### src/rtl/motor_fb_scheduler_pkg.sv
// Shared types and default parameters for the motor feedback scheduler.
// Optional build macro used by the scheduler: MOTOR_FB_OVERRUN_CNT_EN.
package motor_fb_pkg;

  typedef logic signed [15:0] rpm_t;

  localparam int   NUM_MOT_DEF  = 4;
  localparam rpm_t RPM_MAX_DEF  = 16'sh157C;
  localparam int   FB_SHIFT_DEF = 3;

  typedef enum logic [1:0] {
    IDLE   = 2'd0,
    UPDATE = 2'd1,
    DONE   = 2'd2
  } fsm_state_t;

endpackage

### src/rtl/motor_fb_scheduler_if.sv
// Bus between the flight-control loop / motor model (master) and the
// motor feedback scheduler (slave).
// MOTOR_FB_OVERRUN_CNT_EN adds overrun_clr / overrun_cnt.
interface motor_fb_scheduler_if
  import motor_fb_pkg::*;
#(
  parameter int NUM_MOT = NUM_MOT_DEF
) ();

  logic               tick;
  logic [NUM_MOT-1:0] set_req;
  rpm_t               set_rpm   [NUM_MOT];
  rpm_t               mot_rpm   [NUM_MOT];
  logic [NUM_MOT-1:0] set_ack;
  rpm_t               rpm_sense [NUM_MOT];
  logic               busy;
  logic               sweep_done;
`ifdef MOTOR_FB_OVERRUN_CNT_EN
  logic               overrun_clr;
  logic [7:0]         overrun_cnt;

  modport master (
    output tick, set_req, set_rpm, mot_rpm, overrun_clr,
    input  set_ack, rpm_sense, busy, sweep_done, overrun_cnt
  );

  modport slave (
    input  tick, set_req, set_rpm, mot_rpm, overrun_clr,
    output set_ack, rpm_sense, busy, sweep_done, overrun_cnt
  );
`else
  modport master (
    output tick, set_req, set_rpm, mot_rpm,
    input  set_ack, rpm_sense, busy, sweep_done
  );

  modport slave (
    input  tick, set_req, set_rpm, mot_rpm,
    output set_ack, rpm_sense, busy, sweep_done
  );
`endif

endinterface

### src/rtl/motor_fb_scheduler_calc.sv
// Shared feedback datapath: adds the scaled previous motor rpm to the
// current sensed rpm (16-bit wrap) and clamps the result to [0, RPM_MAX].
module motor_fb_calc
  import motor_fb_pkg::*;
#(
  parameter rpm_t RPM_MAX  = RPM_MAX_DEF,
  parameter int   FB_SHIFT = FB_SHIFT_DEF
) (
  input  rpm_t cur_i,
  input  rpm_t old_i,
  output rpm_t next_o
);

  rpm_t sum;

  // Wrapping sum followed by saturation; a wrapped negative sum clamps to 0
  always_comb begin
    sum = cur_i + (old_i >>> FB_SHIFT);
    if (sum >= RPM_MAX) begin
      next_o = RPM_MAX;
    end else if (sum <= 16'sd0) begin
      next_o = 16'sd0;
    end else begin
      next_o = sum;
    end
  end

endmodule

### src/rtl/motor_fb_scheduler.sv
// Time-multiplexed motor feedback scheduler: on each tick, sweeps the
// motor channels one per cycle through a single shared calc datapath and
// applies pending per-channel set requests in each channel's slot.
// Optional build macro: MOTOR_FB_OVERRUN_CNT_EN (counts ticks ignored while busy).
module motor_fb_scheduler
  import motor_fb_pkg::*;
#(
  parameter int   NUM_MOT  = NUM_MOT_DEF,
  parameter rpm_t RPM_MAX  = RPM_MAX_DEF,
  parameter int   FB_SHIFT = FB_SHIFT_DEF
) (
  input logic                 clk,
  input logic                 resetn,
  motor_fb_scheduler_if.slave bus
);

  localparam int                 IDX_W    = $clog2(NUM_MOT);
  localparam logic [IDX_W-1:0]   LAST_IDX = IDX_W'(NUM_MOT - 1);
  localparam logic [NUM_MOT-1:0] ACK_ONE  = NUM_MOT'(1);

  fsm_state_t         state_q;
  logic [IDX_W-1:0]   idx_q;
  logic [NUM_MOT-1:0] set_ack_q;
  logic               busy_q;
  logic               sweep_done_q;

  rpm_t rpm_sense_w [NUM_MOT];
  rpm_t old_rpm_w   [NUM_MOT];
  rpm_t cur_sel;
  rpm_t old_sel;
  logic req_sel;
  rpm_t calc_next;

  // Select the channel currently owning the shared datapath
  always_comb begin
    cur_sel = '0;
    old_sel = '0;
    req_sel = 1'b0;
    for (int i = 0; i < NUM_MOT; i++) begin
      if (idx_q == IDX_W'(i)) begin
        cur_sel = rpm_sense_w[i];
        old_sel = old_rpm_w[i];
        req_sel = bus.set_req[i];
      end
    end
  end

  motor_fb_calc #(
    .RPM_MAX  (RPM_MAX),
    .FB_SHIFT (FB_SHIFT)
  ) u_calc (
    .cur_i  (cur_sel),
    .old_i  (old_sel),
    .next_o (calc_next)
  );

  // Sweep FSM with registered busy / sweep_done / set_ack outputs
  always_ff @(posedge clk) begin
    if (!resetn) begin
      state_q      <= IDLE;
      idx_q        <= '0;
      set_ack_q    <= '0;
      busy_q       <= 1'b0;
      sweep_done_q <= 1'b0;
    end else begin
      set_ack_q    <= '0;
      sweep_done_q <= 1'b0;
      case (state_q)
        IDLE: begin
          if (bus.tick) begin
            state_q <= UPDATE;
            idx_q   <= '0;
            busy_q  <= 1'b1;
          end
        end
        UPDATE: begin
          if (req_sel) begin
            set_ack_q <= ACK_ONE << idx_q;
          end
          if (idx_q == LAST_IDX) begin
            state_q      <= DONE;
            sweep_done_q <= 1'b1;
          end else begin
            idx_q <= idx_q + 1'b1;
          end
        end
        DONE: begin
          state_q <= IDLE;
          busy_q  <= 1'b0;
        end
        default: begin
          state_q <= IDLE;
          busy_q  <= 1'b0;
        end
      endcase
    end
  end

  for (genvar gi = 0; gi < NUM_MOT; gi++) begin : g_chan
    logic slot_en;
    rpm_t rpm_sense_q;
    rpm_t rpm_sense_d;
    rpm_t old_rpm_q;
    rpm_t old_rpm_d;

    assign slot_en = (state_q == UPDATE) && (idx_q == IDX_W'(gi));

    // Channel state only changes in its own slot; a set request wins over feedback
    always_comb begin
      rpm_sense_d = rpm_sense_q;
      old_rpm_d   = old_rpm_q;
      if (slot_en) begin
        if (bus.set_req[gi]) begin
          rpm_sense_d = bus.set_rpm[gi];
          old_rpm_d   = '0;
        end else begin
          rpm_sense_d = calc_next;
          old_rpm_d   = bus.mot_rpm[gi];
        end
      end
    end

    // Per-channel state registers
    always_ff @(posedge clk) begin
      if (!resetn) begin
        rpm_sense_q <= '0;
        old_rpm_q   <= '0;
      end else begin
        rpm_sense_q <= rpm_sense_d;
        old_rpm_q   <= old_rpm_d;
      end
    end

    assign rpm_sense_w[gi]   = rpm_sense_q;
    assign old_rpm_w[gi]     = old_rpm_q;
    assign bus.rpm_sense[gi] = rpm_sense_q;
  end

  assign bus.set_ack    = set_ack_q;
  assign bus.busy       = busy_q;
  assign bus.sweep_done = sweep_done_q;

`ifdef MOTOR_FB_OVERRUN_CNT_EN
  logic [7:0] overrun_cnt_q;

  // Count ticks dropped because a sweep is in flight; clear has priority
  always_ff @(posedge clk) begin
    if (!resetn) begin
      overrun_cnt_q <= '0;
    end else if (bus.overrun_clr) begin
      overrun_cnt_q <= '0;
    end else if (bus.tick && (state_q != IDLE) && (overrun_cnt_q != 8'hFF)) begin
      overrun_cnt_q <= overrun_cnt_q + 8'd1;
    end
  end

  assign bus.overrun_cnt = overrun_cnt_q;
`endif

endmodule
### src/flat_wrapper.sv
// flat-port wrapper written by rule: the top's interface ports become plain ports
module motor_fb_scheduler_flat import motor_fb_pkg::*;
#(
  parameter int   NUM_MOT  = NUM_MOT_DEF,
  parameter rpm_t RPM_MAX  = RPM_MAX_DEF,
  parameter int   FB_SHIFT = FB_SHIFT_DEF
)
  (clk, resetn, bus_tick, bus_set_req, bus_set_rpm, bus_mot_rpm, bus_set_ack, bus_rpm_sense, bus_busy, bus_sweep_done);
  motor_fb_scheduler_if #(.NUM_MOT(NUM_MOT)) bus_i ();
  input logic clk;
  input logic resetn;
  input wire logic [$bits(bus_i.tick)-1:0] bus_tick;
  input wire logic [$bits(bus_i.set_req)-1:0] bus_set_req;
  input wire logic [$bits(bus_i.set_rpm)-1:0] bus_set_rpm;
  input wire logic [$bits(bus_i.mot_rpm)-1:0] bus_mot_rpm;
  output wire logic [$bits(bus_i.set_ack)-1:0] bus_set_ack;
  output wire logic [$bits(bus_i.rpm_sense)-1:0] bus_rpm_sense;
  output wire logic [$bits(bus_i.busy)-1:0] bus_busy;
  output wire logic [$bits(bus_i.sweep_done)-1:0] bus_sweep_done;
  assign bus_i.tick = bus_tick;
  assign bus_i.set_req = bus_set_req;
  assign bus_i.set_rpm = {>>{bus_set_rpm}};
  assign bus_i.mot_rpm = {>>{bus_mot_rpm}};
  assign bus_set_ack = bus_i.set_ack;
  assign bus_rpm_sense = {>>{bus_i.rpm_sense}};
  assign bus_busy = bus_i.busy;
  assign bus_sweep_done = bus_i.sweep_done;
  motor_fb_scheduler #(.NUM_MOT(NUM_MOT), .RPM_MAX(RPM_MAX), .FB_SHIFT(FB_SHIFT)) u_core (.clk(clk), .resetn(resetn), .bus(bus_i));
endmodule
### config.mk
export PLATFORM = sky130hd
export DESIGN_NAME = motor_fb_scheduler_flat
export DESIGN_NICKNAME = d
export VERILOG_FILES = /design/src/rtl/motor_fb_scheduler_pkg.sv /design/src/rtl/motor_fb_scheduler_if.sv /design/src/rtl/motor_fb_scheduler_calc.sv /design/src/rtl/motor_fb_scheduler.sv /design/src/flat_wrapper.sv
export SDC_FILE = /design/constraint.sdc
export NUM_CORES = 1
export LEC_CHECK = 0
export CORE_MARGIN = 5
export CORE_UTILIZATION = 35
export DETAILED_ROUTE_END_ITERATION = 16
export DONT_BUFFER_PORTS = 1
export GPL_TIMING_DRIVEN = 0
export PLACE_DENSITY = 0.49
export SYNTH_ARGS = -nofsm -noshare
export SYNTH_HDL_FRONTEND = slang
export SYNTH_HIERARCHICAL = 1
export SYNTH_SLANG_ARGS = --single-unit
### constraint.sdc
create_clock -name clk -period 7.28 [get_ports clk]
set_clock_uncertainty 0.1 [all_clocks]
set_input_delay 1.092 -clock clk [delete_from_list [all_inputs] [get_ports clk]]
set_output_delay 1.092 -clock clk [all_outputs]
set_load 0.02 [all_outputs]
==> flow_metrics.env, run 1 <==
export IMPL_status="finished clean"
export IMPL_dpl_hpwl_um=22400
export IMPL_yosysWarnings=6
export IMPL_place_congestion=0.9027
export IMPL_critPathMaxStageDelay_ps=1120
export IMPL_power_w=0.002056
export IMPL_grt_pass1_vias=6505
export IMPL_drc=0
export IMPL_crit_type="flop to flop"
export IMPL_fp_coreArea_mm2=0.02082
export IMPL_final_common_cell="dfxtp_1"
export IMPL_hold_path_class="flop to flop"
export IMPL_rows=53
export IMPL_cts_setup_buffers=0
export IMPL_grt_remaining_overflow=0
export IMPL_totalWireLength_um=28760
export IMPL_cts_buffers=17
export IMPL_cp_cell_sequence="inv_1 -> ha_1 -> buf_2 -> clkbuf_1 -> a221oi_1 -> o31ai_1 -> ha_1 -> nor2b_1 -> o31a_1 -> o31ai_2 -> a31oi_1 -> xor2_1 -> nor2_1 -> a221oi_1 -> mux2i_1 -> a211oi_1"
export IMPL_layout_drive_gt1_share=0.1099
export IMPL_min_period_over_period=0.8558
export IMPL_routed_via_density=5.707
export IMPL_areaGrowthSynthToFinish_pct=13.02
export IMPL_die_w_um=154.8
export IMPL_root_buffer="clkbuf_16"
export IMPL_cp_slowest_cell="a221oi_1"
export IMPL_hold_buffers=0
export IMPL_post_drt_wl_per_cell_um=24.82
export IMPL_p_per_area_mw_per_mm2=248.0
export IMPL_final_util=0.3980
export IMPL_holdPathEnd="u_core/g_chan[1].old_rpm_q[6]"
export IMPL_io_pins=205
export IMPL_final_antenna_net_count=0
export IMPL_crit_arrival_ps=6460
export IMPL_vias=6614
export IMPL_final_max_slew_viol_count=0
export IMPL_fin_tns_setup_ps=0
export IMPL_critPathLaunchType="flop"
export IMPL_fmax_ghz=0.1605
export IMPL_critPathCaptureType="flop"
export IMPL_die_h_um=154.8
export IMPL_reg2regPathDepth=16
export IMPL_grt_setup_unrepaired="false"
export IMPL_dieArea_mm2=0.02395
export IMPL_vdd_drop_max_v=0.0001491
export IMPL_drt_iter0_drc=539
export IMPL_port_buffers=0
export IMPL_hold_viol=0
export IMPL_p_leak_nw=3.081
export IMPL_path_max_fanout=10
export IMPL_syn_area_mm2=0.007333
export IMPL_r2r_end="u_core/g_chan[3].rpm_sense_q[3]"
export IMPL_min_period_ps=6230
export IMPL_tightestPinTransition_ps=1315
export IMPL_grtUsageTotal=0.2341
export IMPL_reg2reg_slack_ps=1050
export IMPL_nets=1025
export IMPL_r2r_start="u_core/idx_q[1]"
export IMPL_clk_path_buf_depth=2
export IMPL_min_path_cells=2
export IMPL_postSynthAreaPerCell_um2=8.638
export IMPL_cp_required_ps=7510
export IMPL_start_util=0.3522
export IMPL_cap_violations=0
export IMPL_cts_sinks=126
export IMPL_grt_max_degree=17
export IMPL_synthCells=849
export IMPL_clk_latency_ps=420
export IMPL_drt_pre_antenna_iters=5
export IMPL_setup_violations=0
export IMPL_clk_pin_slew_worst_paths_ps=60
export IMPL_layout_common_cells="126 x dfxtp_1, 83 x nand2_1, 75 x nor2_1, 68 x a211oi_1, 64 x mux2i_1"
export IMPL_antenna_found_initial=1
export IMPL_cts_tree="built"
export IMPL_cts_resized=0
export IMPL_grt_pass1_wl_um=42060
export IMPL_relSlewSlack=0.1236
export IMPL_htree_levels=4
export IMPL_min_from="u_core/g_chan[1].old_rpm_q[6]"
[sequential cells by signal, indices dropped and copies added (netlist names)]
register                   flops
u_core/g_chan.rpm_sense_q     64
u_core/g_chan.old_rpm_q       52
u_core/bus.set_ack             4
u_core/idx_q                   2
u_core/state_q                 2
u_core/bus.busy                1
u_core/bus.sweep_done          1
[how the worst max path moves through the flow]
| stage | slack (ps) | end | from |
|---|---|---|---|
| floorplan | 2970 | u_core/g_chan[0].rpm_sense_q[1] | u_core/idx_q[0] |
| global placement | 1260 | u_core/g_chan[1].rpm_sense_q[1] | u_core/idx_q[0] |
| detailed placement | 1320 | u_core/g_chan[1].rpm_sense_q[1] | u_core/idx_q[0] |
| CTS | 1280 | u_core/g_chan[3].rpm_sense_q[3] | u_core/idx_q[0] |
| global route | 780 | u_core/g_chan[3].rpm_sense_q[3] | u_core/idx_q[0] |
| finish | 1050 | u_core/g_chan[3].rpm_sense_q[3] | u_core/idx_q[1] |
[metal layers]
layer  GRT usage  vias to the layer above  wire length, µm
li1            -                     3169                -
met1      0.3213                     3196            13280
met2      0.3602                      216            13150
met3     0.06603                       33             1827
met4     0.06602                        0              503
met5           0                        -                0
[worst max-delay path, delay by kind of cell (launching register included)]
family / cells / cell delay, ps
buffers and inverters: 3 / 600
AOI/OAI and AO/OA: 7 / 3220
adders and majority gates: 2 / 590
xor gates and xnor gates: 1 / 430
muxes: 1 / 300
DFF: 1 / 470
and+or+nand+nor: 2 / 410
[power breakdown]
| group | internal [W] | switching, W | total, W |
|---|---|---|---|
| Combinational | 0.000150 | 0.000284 | 0.000434 |
| Clock | 0.000534 | 0.000338 | 0.000872 |
| Sequential | 0.000710 | 0.0000406 | 0.000750 |
[metrics by stage]
stage / hold WS (ps) / instances / area (µm²) / setup slack [ps]
after floorplan: 331.7 / 851 / 7341 / 2966
after global placement: 339.8 / 1126 / 7685 / 1264
after detailed placement: 345.3 / 1126 / 7685 / 1318
after CTS: 355.3 / 1158 / 8285 / 1285
after global routing: 374.1 / 1159 / 8288 / 775.2
final: 355.0 / 1159 / 8288 / 1050
[layout make-up]
| type | instances | area, µm² |
|---|---|---|
| inverter | 10 | 37.54 |
| multi-input combinational | 633 | 4310 |
| clock inverter | 11 | 130.1 |
| sequential | 126 | 2522 |
| buffer | 82 | 470.5 |
| tap | 275 | 344.1 |
| clock buffer | 21 | 470.5 |
| antenna | 1 | 2.502 |
| fill | 2144 | 12530 |
Note: power is estimated with default switching activity, not from simulation.
==> run 2: changes to the inputs <==
Settings changed: CORE_ASPECT_RATIO set to 1.25, CORE_MARGIN 5 to 2.
==> run 2 against run 1 <==
Via count barely moved. Sequential power barely moved. Clock power fell by 5.2%. Global-route usage rose by 2.0 points. Critical path depth rose by 1. Count of clock-buffer cells in the layout fell by 1. Worst setup slack improved by 190 ps. Hold slack got worse by 2.7 ps. Sequential cell count did not move.
==> flow_metrics.env, run 2 (same netlist as run 1, synthesis figures left out) <==
export IMPL_root_buffer="clkbuf_16"
export IMPL_critPathLaunchType="flop"
export IMPL_cts_buffers=17
export IMPL_critPathMaxStageDelay_ps=850
export IMPL_drt_pre_antenna_iters=5
export IMPL_final_common_cell="dfxtp_1"
export IMPL_grt_setup_unrepaired="false"
export IMPL_final_max_slew_viol_count=0
export IMPL_setup_violations=0
export IMPL_power_w=0.002003
export IMPL_crit_type="flop to flop"
export IMPL_placed_area_mm2=0.007684
export IMPL_vias=6608
export IMPL_vdd_drop_max_v=0.0001770
export IMPL_dpl_cell_count=1125
export IMPL_hold_viol=0
export IMPL_p_per_area_mw_per_mm2=243.1
export IMPL_dpl_hpwl_um=22050
export IMPL_critPathTopFamily="compound AO/OA/AOI/OAI gates"
export IMPL_crit_buf_inv=3
export IMPL_nets=1025
export IMPL_fillers=2155
export IMPL_dieArea_mm2=0.02213
export IMPL_drc=0
export IMPL_layout_drive_gt1_share=0.1066
export IMPL_rows=59
export IMPL_tightestPinTransition_ps=1111
export IMPL_areaGrowthSynthToFinish_pct=12.39
export IMPL_clk_latency_ps=420
export IMPL_grt_max_degree=17
export IMPL_routed_via_density=5.711
export IMPL_hold_buffers=0
export IMPL_drt_iter0_drc=558
export IMPL_die_w_um=133.5
export IMPL_fmax_ghz=0.1656
export IMPL_cp_cell_sequence="inv_1 -> ha_1 -> nor2b_1 -> buf_2 -> buf_4 -> a221oi_1 -> o31ai_1 -> ha_1 -> a211oi_2 -> o211a_1 -> nor4_1 -> a2111oi_1 -> nand2b_1 -> a211o_1 -> a211oi_1 -> mux2i_1 -> a211oi_1"
export IMPL_largest_register_ffs=64
export IMPL_p_leak_nw=3.060
export IMPL_grt_pass1_wl_um=41810
export IMPL_min_period_over_period=0.8294
export IMPL_grt_remaining_overflow=0
export IMPL_cts_tree="built"
export IMPL_min_period_ps=6038
export IMPL_clk_pin_slew_worst_paths_ps=60
export IMPL_htree_levels=4
export IMPL_layout_common_cells="126 x dfxtp_1, 83 x nand2_1, 75 x nor2_1, 68 x a211oi_1, 64 x mux2i_1"
export IMPL_grt_pass1_vias=6391
export IMPL_totalWireLength_um=28390
export IMPL_port_buffers=0
export IMPL_die_h_um=165.8
export IMPL_cp_required_ps=7510
export IMPL_post_drt_wl_per_cell_um=24.54
export IMPL_cts_resized=0
export IMPL_cts_setup_buffers=0
export IMPL_cts_sinks=126
export IMPL_io_pins=205
export IMPL_cap_violations=0
export IMPL_multi_input_area_mm2=0.004310
export IMPL_crit_arrival_ps=6270
export IMPL_pre_cts_ws_ps=1455
export IMPL_relSlewSlack=0.2593
export IMPL_critPathCaptureType="flop"
export IMPL_stdcell_count=1157
export IMPL_fp_coreArea_mm2=0.02067
export IMPL_clk_path_buf_depth=2
export IMPL_antenna_found_initial=2
export IMPL_timing_final_ws_setup_ps=1242
export IMPL_postLayoutCellArea_mm2=0.008242
export IMPL_grtUsageTotal=0.2543
export IMPL_status="finished clean"
export IMPL_cp_slowest_cell="a211oi_1"
export IMPL_fin_tns_setup_ps=0
export IMPL_seq_area_mm2=0.002522
export IMPL_start_util=0.3548
export IMPL_hold_path_class="flop to flop"
export IMPL_final_antenna_net_count=0
export IMPL_path_max_fanout=10
export IMPL_place_congestion=0.8781
export IMPL_regMostFlops="u_core/g_chan.rpm_sense_q"
[run 2: cell count changes in the layout (fill, tap and decap cells not counted)]
| cell | delta |
|---|---|
| inv_6 | -1 |
| clkbuf_1 | +2 |
| clkinv_4 | -2 |
| clkbuf_8 | -3 |
| clkinv_2 | +3 |
[run 2: area by class of cell]
cell class                 count  area share
tap                          274     0.04160
multi-input combinational    633      0.5230
clock inverter                11     0.01442
antenna                        1   0.0003036
sequential                   126      0.3061
inverter                      10    0.004554
buffer                        82     0.05708
clock buffer                  20     0.05298
[run 2: routing by layer]
metal	share of wire	vias up	GRT usage
li1	-	3175	-
met1	0.43	3172	0.3220
met2	0.49	231	0.4236
met3	0.065	28	0.06654
met4	0.019	2	0.07632
met5	0.00056	-	0
[run 2: path summary, 6_finish.rpt]
path                                  from                         endpoint  slack [ps]  cells past startpoint
max reg2reg                u_core/idx_q[0]  u_core/g_chan[1].rpm_sense_q[7]        1240                     17
min          u_core/g_chan[1].old_rpm_q[3]    u_core/g_chan[1].old_rpm_q[3]         350                      2
min reg2reg  u_core/g_chan[1].old_rpm_q[3]    u_core/g_chan[1].old_rpm_q[3]         350                      2
max                        u_core/idx_q[0]  u_core/g_chan[1].rpm_sense_q[7]        1240                     17
[run 2: stage by stage]
step / hold slack, ps / utilization
after floorplan: 331.7 / -
after global placement: 340.6 / 0.3717
after detailed placement: 346.5 / 0.3717
after CTS: 354.4 / 0.3986
after global routing: 373.3 / 0.3986
final: 352.3 / 0.3987
[run 2: power breakdown]
part           switching [W]  total (W)  leakage [nW]  internal [W]
Sequential         0.0000387   0.000748          1.02      0.000710
Combinational       0.000278   0.000428          1.78      0.000150
Clock               0.000327   0.000827         0.262      0.000500
[run 2: tightest hold or removal path, stage by stage, from the launching register on]
cell     delay [ps]
dfxtp_1         310
nand2_1          50
a21oi_1          50
==> run 3: changes to the inputs <==
Clock period 7.28 ns to 5.6 ns, I/O delays scaled along.
==> run 3 against run 2 <==
Sequential share of layout area is 0.83 points lower. Count of clock-buffer cells in the layout stayed put. Non-clock buffer count stayed put. Clock power is 31% higher. Highest routed layer unchanged.
==> flow_metrics.env, run 3 (same netlist as run 1, synthesis figures left out) <==
export IMPL_status="finished clean"
export IMPL_min_period_over_period=0.9665
export IMPL_seqPwrFrac=0.361
export IMPL_vdd_drop_max_v=0.0002295
export IMPL_cp_slowest_cell="a211oi_2"
export IMPL_drt_iter0_drc=496
export IMPL_grt_setup_unrepaired="true"
export IMPL_switching_share=0.3317
export IMPL_areaGrowthSynthToFinish_pct=15.51
export IMPL_port_buffers=0
export IMPL_cap_violations=0
export IMPL_crit_type="flop to flop"
export IMPL_timing_final_ws_setup_ps=187.6
export IMPL_io_pins=205
export IMPL_switchingPower_w=0.0008954
export IMPL_p_per_area_mw_per_mm2=318.6
export IMPL_root_buffer="clkbuf_16"
export IMPL_power_internal_w=0.001804
export IMPL_clk_latency_ps=420
export IMPL_dpl_hpwl_um=22050
export IMPL_htree_levels=4
export IMPL_grt_pass1_wl_um=41790
export IMPL_tightestPinTransition_ps=756.1
export IMPL_hold_buffers=0
export IMPL_p_clk_frac=0.399
export IMPL_drc=0
export IMPL_clk_pin_slew_worst_paths_ps=60
export IMPL_vias=6599
export IMPL_final_common_cell="dfxtp_1"
export IMPL_antenna_found_initial=2
export IMPL_totalWireLength_um=28620
export IMPL_min_period_ps=5412
export IMPL_routed_via_density=5.704
export IMPL_critPathMaxStageDelay_ps=520
export IMPL_layout_drive_gt1_share=0.1406
export IMPL_regMostFlops="u_core/g_chan.rpm_sense_q"
export IMPL_critPathCaptureType="flop"
export IMPL_largest_register_ffs=64
export IMPL_start_util=0.3548
export IMPL_final_antenna_net_count=0
export IMPL_layout_common_cells="126 x dfxtp_1, 83 x nand2_1, 74 x nor2_1, 64 x mux2i_1, 64 x a211oi_1"
export IMPL_crit_arrival_ps=5640
export IMPL_place_congestion=0.8781
export IMPL_critPathLaunchType="flop"
export IMPL_die_h_um=165.8
export IMPL_final_max_slew_viol_count=0
export IMPL_die_w_um=133.5
export IMPL_pwr_share_comb=0.241
export IMPL_grt_max_degree=17
export IMPL_cts_buffers=17
export IMPL_postLayoutCellArea_mm2=0.008471
export IMPL_p_leak_nw=3.164
export IMPL_fp_coreArea_mm2=0.02067
export IMPL_placed_area_mm2=0.007684
export IMPL_post_drt_wl_per_cell_um=24.73
export IMPL_pre_cts_ws_ps=-224.6
export IMPL_dieArea_mm2=0.02213
export IMPL_hold_viol=0
export IMPL_critPathTopFamily="compound AO/OA/AOI/OAI gates"
export IMPL_cp_required_ps=5830
export IMPL_grt_remaining_overflow=0
export IMPL_relSlewSlack=0.4959
export IMPL_drt_pre_antenna_iters=6
export IMPL_nets=1025
export IMPL_rows=59
export IMPL_cts_sinks=126
export IMPL_fmax_ghz=0.1848
export IMPL_hold_path_class="flop to flop"
export IMPL_setup_violations=0
export IMPL_grtUsageTotal=0.2544
export IMPL_cts_tree="built"
export IMPL_cp_cell_sequence="inv_1 -> ha_1 -> nor2b_1 -> buf_2 -> buf_4 -> a221oi_1 -> o31ai_1 -> ha_1 -> clkbuf_1 -> nand2_1 -> a21oi_1 -> a21oi_1 -> a2111oi_2 -> nand2b_1 -> a211o_1 -> a211oi_2 -> mux2i_1 -> a211oi_1"
export IMPL_path_max_fanout=10
export IMPL_fin_tns_setup_ps=0
export IMPL_grt_pass1_vias=6400
export IMPL_crit_buf_inv=4
export IMPL_clk_path_buf_depth=2
[run 3: cell types whose count changed in the layout (fill, tap and decap cells not counted), moves of 4 or more]
cell	delta
a221oi_4	+4
a211oi_4	+4
a221oi_2	+8
a211oi_1	-4
a221oi_1	-12
[run 3: through the flow]
stage | hold slack (ps) | std cells | power [W] | utilization
floorplan | 331.7 | 851 | 0.001364 | -
global placement | 340.6 | 1125 | 0.001537 | 0.3717
detailed placement | 346.5 | 1125 | 0.001536 | 0.3717
CTS | 354.4 | 1156 | 0.002619 | 0.3993
global route | 370.8 | 1156 | 0.002800 | 0.4097
finish | 352.3 | 1157 | 0.002699 | 0.4098
[run 3: layer usage]
layer | up-vias | track usage | share of wire | routed length, µm
met5 | - | 0 | 0.00056 | 16
met4 | 2 | 0.07632 | 0.020 | 574
met3 | 35 | 0.06685 | 0.063 | 1798
met2 | 226 | 0.4234 | 0.49 | 14000
met1 | 3169 | 0.3224 | 0.43 | 12230
li1 | 3167 | - | - | -
[run 3: layout make-up]
| class | instances | area, µm² |
|---|---|---|
| antenna | 1 | 2.502 |
| buffer | 82 | 474.2 |
| clock buffer | 20 | 436.7 |
| clock inverter | 11 | 118.9 |
| fill | 2139 | 12200 |
| inverter | 10 | 37.54 |
| multi-input combinational | 633 | 4536 |
| sequential | 126 | 2522 |
| tap | 274 | 342.8 |
[run 3: path summary, 6_finish.rpt]
path,startpoint,endpoint,slack [ps],cells after the start
setup / recovery,u_core/idx_q[0],u_core/g_chan[0].rpm_sense_q[9],190,18
hold / removal,u_core/g_chan[0].old_rpm_q[12],u_core/g_chan[0].old_rpm_q[12],350,2
hold reg to reg,u_core/g_chan[0].old_rpm_q[12],u_core/g_chan[0].old_rpm_q[12],350,2
setup reg to reg,u_core/idx_q[0],u_core/g_chan[0].rpm_sense_q[9],190,18
[run 3: power groups by stage]
| stage | combinational, W | sequential [W] | clock, W |
|---|---|---|---|
| 2_1_floorplan | 0.000383 | 0.000981 | 0 |
| 3_3_place_gp | 0.000543 | 0.000993 | 0 |
| 3_5_place_dp | 0.000543 | 0.000993 | 0 |
| 4_1_cts | 0.000553 | 0.000973 | 0.00109 |
| 5_1_grt | 0.000691 | 0.000977 | 0.00113 |
| 6_report | 0.000650 | 0.000974 | 0.00108 |
[run 3: repair_timing]
action | 4_1_cts | 5_1_grt
cloned | 0 | 0
buffers inserted | 0 | 0
gates resized for setup | 3 | 40
setup endpoints to repair | 20 | 52
endpoints found under the hold margin | 0 | 0
[run 3: tightest hold or removal path: stages, from the launching register on]
cell,delay (ps)
dfxtp_1,310
nand2_1,50
a21oi_1,50
